--- config.mk ---
export PLATFORM = sky130hd
export DESIGN_NAME = branch_predictor_flat
export DESIGN_NICKNAME = d
export VERILOG_FILES = /design/src/rtl/branch_predictor_if.sv /design/src/rtl/branch_predictor.sv /design/src/flat_wrapper.sv
export SDC_FILE = /design/constraint.sdc
export NUM_CORES = 2
export LEC_CHECK = 0
export BUFFER_PORTS_ARGS = -buffer_cell sky130_fd_sc_hd__buf_4
export CORE_MARGIN = 1.5
export CORE_UTILIZATION = 45
export DETAILED_ROUTE_END_ITERATION = 8
export PLACE_DENSITY = 0.71
export SYNTH_ARGS = -nofsm -noshare
export SYNTH_HDL_FRONTEND = slang
export SYNTH_SLANG_ARGS = --single-unit
--- constraint.sdc ---
create_clock -name clk_in -period 5.6 [get_ports clk_in]
set_input_delay 0.28 -clock clk_in [delete_from_list [all_inputs] [get_ports clk_in]]
set_output_delay 0.28 -clock clk_in [all_outputs]
set_load 0.02 [all_outputs]
--- src/rtl/branch_predictor_if.sv ---
// branch_predictor_if: fetch lookup and resolver update bundle for the branch predictor.
//   lookup_pc_in      fetch PC to predict
//   pred_out          1 = predicted taken
//   hit_out           lookup PC present in table
//   target_out        predicted target, 0 unless pred_out
//   update_enable_in  resolver feedback valid
//   update_taken_in   actual branch direction
//   update_mispred_in resolver flushed for this branch
//   update_pc_in      PC of the resolved branch
//   update_target_in  taken target of the resolved branch
//   mispred_count_out saturating mispredict counter
// master = fetch/resolver side, slave = predictor side.
interface branch_predictor_if #(parameter int DATA_WIDTH = 32);
    logic [DATA_WIDTH-1:0] lookup_pc_in;
    logic                  pred_out;
    logic                  hit_out;
    logic [DATA_WIDTH-1:0] target_out;
    logic                  update_enable_in;
    logic                  update_taken_in;
    logic                  update_mispred_in;
    logic [DATA_WIDTH-1:0] update_pc_in;
    logic [DATA_WIDTH-1:0] update_target_in;
    logic [31:0]           mispred_count_out;
    modport master (
        output lookup_pc_in, update_enable_in, update_taken_in, update_mispred_in,
               update_pc_in, update_target_in,
        input  pred_out, hit_out, target_out, mispred_count_out
    );
    modport slave (
        input  lookup_pc_in, update_enable_in, update_taken_in, update_mispred_in,
               update_pc_in, update_target_in,
        output pred_out, hit_out, target_out, mispred_count_out
    );
endinterface

--- src/rtl/branch_predictor.sv ---
// branch_predictor: direct-mapped 2-bit-counter branch history table with target buffer.
//   clk_in    clock, all state updates on rising edge
//   rst_n_in  asynchronous active-low reset
//   bus       branch_predictor_if.slave: combinational lookup, one update per cycle,
//             saturating mispredict counter
module branch_predictor #(
    parameter int         DATA_WIDTH  = 32,
    parameter int         INDEX_WIDTH = 4,
    parameter logic [1:0] CNT_INIT    = 2'b01
) (
    input logic                 clk_in,
    input logic                 rst_n_in,
    branch_predictor_if.slave   bus
);
    localparam int N  = 1 << INDEX_WIDTH;
    localparam int TW = DATA_WIDTH - INDEX_WIDTH - 2;

    logic          valid_mem  [N];
    logic [TW-1:0] tag_mem    [N];
    logic [DATA_WIDTH-1:0] target_mem [N];
    logic [1:0]    cnt_mem    [N];
    logic [31:0]   mispred_count;

    logic [INDEX_WIDTH-1:0] l_idx, u_idx;
    logic [TW-1:0]          l_tag, u_tag;
    logic                   u_hit;
    logic [1:0]             u_cnt, u_cnt_next;
    logic                   unused_pc_bits;

    assign l_idx = bus.lookup_pc_in[INDEX_WIDTH+1:2];
    assign l_tag = bus.lookup_pc_in[DATA_WIDTH-1:INDEX_WIDTH+2];
    assign u_idx = bus.update_pc_in[INDEX_WIDTH+1:2];
    assign u_tag = bus.update_pc_in[DATA_WIDTH-1:INDEX_WIDTH+2];
    assign unused_pc_bits = ^{bus.lookup_pc_in[1:0], bus.update_pc_in[1:0]};

    // Lookup reads the stored entry, so a same-cycle update is seen only next cycle.
    always_comb begin
        bus.hit_out    = valid_mem[l_idx] && tag_mem[l_idx] == l_tag;
        bus.pred_out   = bus.hit_out && cnt_mem[l_idx][1];
        bus.target_out = bus.pred_out ? target_mem[l_idx] : '0;
    end

    always_comb begin
        u_hit      = valid_mem[u_idx] && tag_mem[u_idx] == u_tag;
        u_cnt      = cnt_mem[u_idx];
        u_cnt_next = bus.update_taken_in ? (u_cnt == 2'b11 ? 2'b11 : u_cnt + 2'd1)
                                         : (u_cnt == 2'b00 ? 2'b00 : u_cnt - 2'd1);
    end

    assign bus.mispred_count_out = mispred_count;

    always_ff @(posedge clk_in or negedge rst_n_in) begin
        if (!rst_n_in) begin
            for (int i = 0; i < N; i++) begin
                valid_mem[i]  <= 1'b0;
                tag_mem[i]    <= '0;
                target_mem[i] <= '0;
                cnt_mem[i]    <= CNT_INIT;
            end
            mispred_count <= '0;
        end else begin
            if (bus.update_enable_in) begin
                if (u_hit) begin
                    cnt_mem[u_idx] <= u_cnt_next;
                    if (bus.update_taken_in)
                        target_mem[u_idx] <= bus.update_target_in;
                end else begin
                    valid_mem[u_idx]  <= 1'b1;
                    tag_mem[u_idx]    <= u_tag;
                    cnt_mem[u_idx]    <= bus.update_taken_in ? 2'b10 : CNT_INIT;
                    target_mem[u_idx] <= bus.update_taken_in ? bus.update_target_in : '0;
                end
            end
            if (bus.update_enable_in && bus.update_mispred_in && mispred_count != '1)
                mispred_count <= mispred_count + 32'd1;
        end
    end
endmodule
--- src/flat_wrapper.sv ---
// flat-port wrapper written by rule: the top's interface ports become plain ports
module branch_predictor_flat 
#(
    parameter int         DATA_WIDTH  = 32,
    parameter int         INDEX_WIDTH = 4,
    parameter logic [1:0] CNT_INIT    = 2'b01
)
  (clk_in, rst_n_in, bus_lookup_pc_in, bus_update_enable_in, bus_update_taken_in, bus_update_mispred_in, bus_update_pc_in, bus_update_target_in, bus_pred_out, bus_hit_out, bus_target_out, bus_mispred_count_out);
  branch_predictor_if #(.DATA_WIDTH(DATA_WIDTH)) bus_i ();
  input logic clk_in;
  input logic rst_n_in;
  input wire logic [$bits(bus_i.lookup_pc_in)-1:0] bus_lookup_pc_in;
  input wire logic [$bits(bus_i.update_enable_in)-1:0] bus_update_enable_in;
  input wire logic [$bits(bus_i.update_taken_in)-1:0] bus_update_taken_in;
  input wire logic [$bits(bus_i.update_mispred_in)-1:0] bus_update_mispred_in;
  input wire logic [$bits(bus_i.update_pc_in)-1:0] bus_update_pc_in;
  input wire logic [$bits(bus_i.update_target_in)-1:0] bus_update_target_in;
  output wire logic [$bits(bus_i.pred_out)-1:0] bus_pred_out;
  output wire logic [$bits(bus_i.hit_out)-1:0] bus_hit_out;
  output wire logic [$bits(bus_i.target_out)-1:0] bus_target_out;
  output wire logic [$bits(bus_i.mispred_count_out)-1:0] bus_mispred_count_out;
  assign bus_i.lookup_pc_in = bus_lookup_pc_in;
  assign bus_i.update_enable_in = bus_update_enable_in;
  assign bus_i.update_taken_in = bus_update_taken_in;
  assign bus_i.update_mispred_in = bus_update_mispred_in;
  assign bus_i.update_pc_in = bus_update_pc_in;
  assign bus_i.update_target_in = bus_update_target_in;
  assign bus_pred_out = bus_i.pred_out;
  assign bus_hit_out = bus_i.hit_out;
  assign bus_target_out = bus_i.target_out;
  assign bus_mispred_count_out = bus_i.mispred_count_out;
  branch_predictor #(.DATA_WIDTH(DATA_WIDTH), .INDEX_WIDTH(INDEX_WIDTH), .CNT_INIT(CNT_INIT)) u_core (.clk_in(clk_in), .rst_n_in(rst_n_in), .bus(bus_i));
endmodule
==> impl_metrics.csv <==
group,metric,value,unit
status,outcome,"finished, final reports clean",
setup_path,cp.arrival,4470,ps
hold_path,min_path_type,"in -> reg",
setup_path,crit_path_end_kind,"output port",
layout,final_cell_area,56300,µm²
synth,synth_area_leader_cell,"sky130_fd_sc_hd__dfrtp_1",
synth,asyncSetResetFlopFracSynth,1.00,
timing,max_slew_margin,0.227,
synth,postSynthRegisterBits,1008,
clocking,clkSinkCount,1008,
synth,yosysWarningCount,0,
clocking,postCtsResizedCells,0,
placement,hpwl_detailed,81.2,mm
synth,seq_area_frac_synth,0.501,
synth,ys.flop_type,"sky130_fd_sc_hd__dfrtp_1",
global_routing,grt_antenna_before_repair,2,
timing,setup_skew,75.5,ps
floorplanning,core_area,111000,µm²
setup_path,regToRegStartpoint,"u_core.tag_mem[87]",
setup_path,crit_type,"in -> out",
synth,syn-mean-instance-area,15.0,µm²
clocking,tritoncts,"done",
setup_path,r2r-end,"u_core.target_mem[453]",
timing,final-setup-viol-count,0,
synth,synth_top_area_frac,0.493,
setup_path,worstSetupEndpoint,"bus_target_out[25]",
detailed_routing,route.met3.wl,14.0,mm
setup_path,register_to_register_path_depth,10,
timing,worst-slew-pin-transition,1160,ps
clocking,ctsLongestPathBuffers,3,
layout,seqCellArea,25200,µm²
floorplanning,std_cell_rows,122,
timing,finalHoldViolCount,0,
synth,post_syn_instances,3349,
synth,synthesis.area,50400,µm²
setup_path,crit_path_max_fanout,38,
setup_path,worst_setup_path_start_kind,"input pin",
detailed_routing,postRouteAntennaNets,0,
detailed_routing,route.layer.met1.wl,58.6,mm
timing,min_period_over_period,0.848,
layout,nFillCells,9222,
timing,drv_slew,0,
power_and_ir_drop,p_total,21.2,mW
global_routing,grt_pass1_vias,33700,
layout,design.final.nets,3488,
layout,layout.cells.most_common_list,"992 x sky130_fd_sc_hd__dfrtp_1, 494 x sky130_fd_sc_hd__o2bb2ai_1, 375 x sky130_fd_sc_hd__mux4_2, 259 x sky130_fd_sc_hd__mux2_1, 216 x sky130_fd_sc_hd__buf_4",
synth,synthDistinctLibCells,70,
clocking,cts_inserted_buffers,109,
placement,place.detailed.instances,4736,
setup_path,rrSetupSlack,1360,ps
floorplanning,io-pin-count,167,
power_and_ir_drop,pwr_density_cell,377,nW/µm²
clocking,insertion_delay,730,ps
clocking,cts_setup_buffers,0,
floorplanning,die_width,338,µm
detailed_routing,met2_wirelength,67.6,mm
synth,synthTopCellsByArea,"sky130_fd_sc_hd__dfrtp_1 49%, sky130_fd_sc_hd__mux4_2 17%, sky130_fd_sc_hd__o2bb2ai_1 8.6%, sky130_fd_sc_hd__mux2_1 5.8%, sky130_fd_sc_hd__mux2_2 4.2%",
clocking,clk_root_buffer_cell,"sky130_fd_sc_hd__clkbuf_16",
detailed_routing,drcViolationCount,0,
flow_run,maxCapViolations,0,
global_routing,grt-ovfl-total,0,
timing,achievable-frequency,210,MHz
synth,synth_enable_flop_cells,0,
synth,mappedNetlistNets,3451,
timing,setup_total_negative_slack,0,ps
floorplanning,starting_utilization_of_the_core_area,0.455,
global_routing,grt_max_degree,195,
detailed_routing,maxUsedRoutingLayer,"met4",
layout,area_growth_syn_to_layout,11.7,%
detailed_routing,vias_per_cell,6.56,
power_and_ir_drop,worst_case_vdd_ir_drop,0.273,mV
layout,final_layout_size_suffix_gt1_frac,0.308,
layout,final-instance-count-excl-fill,4960,
detailed_routing,drt_iter0_drc,3291,
clocking,ctsHoldBuffers,27,
global_routing,grt_pass1_wl,220,mm
detailed_routing,routed_wire_length_per_instance,29.4,µm
placement,placement.cell_area,52200,µm²
setup_path,crit_path_start,"bus_lookup_pc_in[2]",
clocking,cts.htree.levels,3,
power_and_ir_drop,power_leakage,23.4,nW
floorplanning,chip_height,338,µm
setup_path,timing.critical_path.required,5320,ps
placement,port_buffers,162,
detailed_routing,drt_pre_antenna_iters,5,
timing,rsz0062_at_grt,"false",
timing,period_needed,4750,ps
detailed_routing,vias,32500,
clocking,clk_pin_slew,60,ps
detailed_routing,postRouteWirelength,146,mm
layout,final_common_cell,"sky130_fd_sc_hd__dfrtp_1",
floorplanning,dieArea,114000,µm²
global_routing,grt.total_usage,0.259,
layout,multi_input_gate_area,22900,µm²
placement,gpl.final_weighted_congestion,0.857,
[metrics by stage]
stage / hold WS, ps / utilization / worst slack [ps]
6_report: 114 / 0.508 / 849
2_1_floorplan: -15.6 / - / 1800
5_1_grt: 137 / 0.508 / 754
3_3_place_gp: 405 / 0.471 / 902
3_5_place_dp: 421 / 0.471 / 853
4_1_cts: 68.6 / 0.508 / 955
[cells in the mapped netlist, types with 19 or more instances]
cell / n
sky130_fd_sc_hd__dfrtp_1: 992
sky130_fd_sc_hd__o2bb2ai_1: 494
sky130_fd_sc_hd__mux4_2: 375
sky130_fd_sc_hd__mux2_1: 259
sky130_fd_sc_hd__mux2_2: 186
sky130_fd_sc_hd__clkbuf_1: 179
sky130_fd_sc_hd__mux2i_1: 107
sky130_fd_sc_hd__nand2_1: 73
sky130_fd_sc_hd__xnor2_1: 70
sky130_fd_sc_hd__buf_6: 69
sky130_fd_sc_hd__and3_1: 48
sky130_fd_sc_hd__nor2_1: 46
sky130_fd_sc_hd__a21oi_1: 44
sky130_fd_sc_hd__buf_2: 29
sky130_fd_sc_hd__nand3_1: 27
sky130_fd_sc_hd__buf_1: 24
sky130_fd_sc_hd__nand2b_1: 24
sky130_fd_sc_hd__o2bb2ai_2: 20
sky130_fd_sc_hd__buf_4: 19
sky130_fd_sc_hd__inv_1: 19
sky130_fd_sc_hd__o22ai_1: 19
[state kept, by name, summed over array words and instances (netlist names)]
name,flops
u_core.tag_mem,416
u_core.target_mem,512
u_core.cnt_mem,32
u_core.bus.mispred_count_out,32
u_core.valid_mem,16
[area by class of cell]
cell class	instances	share of cell area
clock inverter	45	0.0127
antenna	1	0.0000445
clock buffer	151	0.0543
multi-input combinational	1976	0.407
tap	1488	0.0331
sequential	1008	0.449
timing repair buffer	270	0.0426
inverter	21	0.00140
[per-layer routing]
layer  track usage  vias to the layer above
met2         0.400                     1656
met4        0.0991                        0
met1         0.351                    17400
met3        0.0673                      346
met5             0                        -
li1              -                    13200
[logic make-up after synthesis]
kind of cell,after synthesis,share of synthesized area
compound gates,678,0.117
xor+xnor,81,0.0141
fa+ha+maj,1,0.000248
buf+inv,365,0.0453
flops,1008,0.501
mux,927,0.288
simple gates,289,0.0343
[critical path, cell delays in order]
cell	delay, ps
sky130_fd_sc_hd__buf_8	390
sky130_fd_sc_hd__buf_4	400
sky130_fd_sc_hd__mux4_2	550
sky130_fd_sc_hd__mux4_2	490
sky130_fd_sc_hd__xnor2_1	610
sky130_fd_sc_hd__nand4_1	400
sky130_fd_sc_hd__nor4_4	390
sky130_fd_sc_hd__buf_4	430
sky130_fd_sc_hd__and3_1	280
sky130_fd_sc_hd__buf_4	160
[power breakdown]
part           internal, mW  switching (mW)
Sequential             8.68           0.949
Clock                  4.44            3.16
Combinational          2.28            1.70
[worst min-delay path by stage]
stage	startpoint	depth (start not counted)	end
after global placement	rst_n_in	1	u_core.tag_mem[146]
after global routing	bus_update_mispred_in	3	u_core.bus.mispred_count_out[0]
final	bus_update_mispred_in	3	u_core.bus.mispred_count_out[0]
after detailed placement	rst_n_in	1	u_core.tag_mem[146]
after CTS	bus_update_mispred_in	3	u_core.bus.mispred_count_out[0]
after floorplan	rst_n_in	0	u_core.bus.mispred_count_out[0]
(Power assumes the default switching activity.)
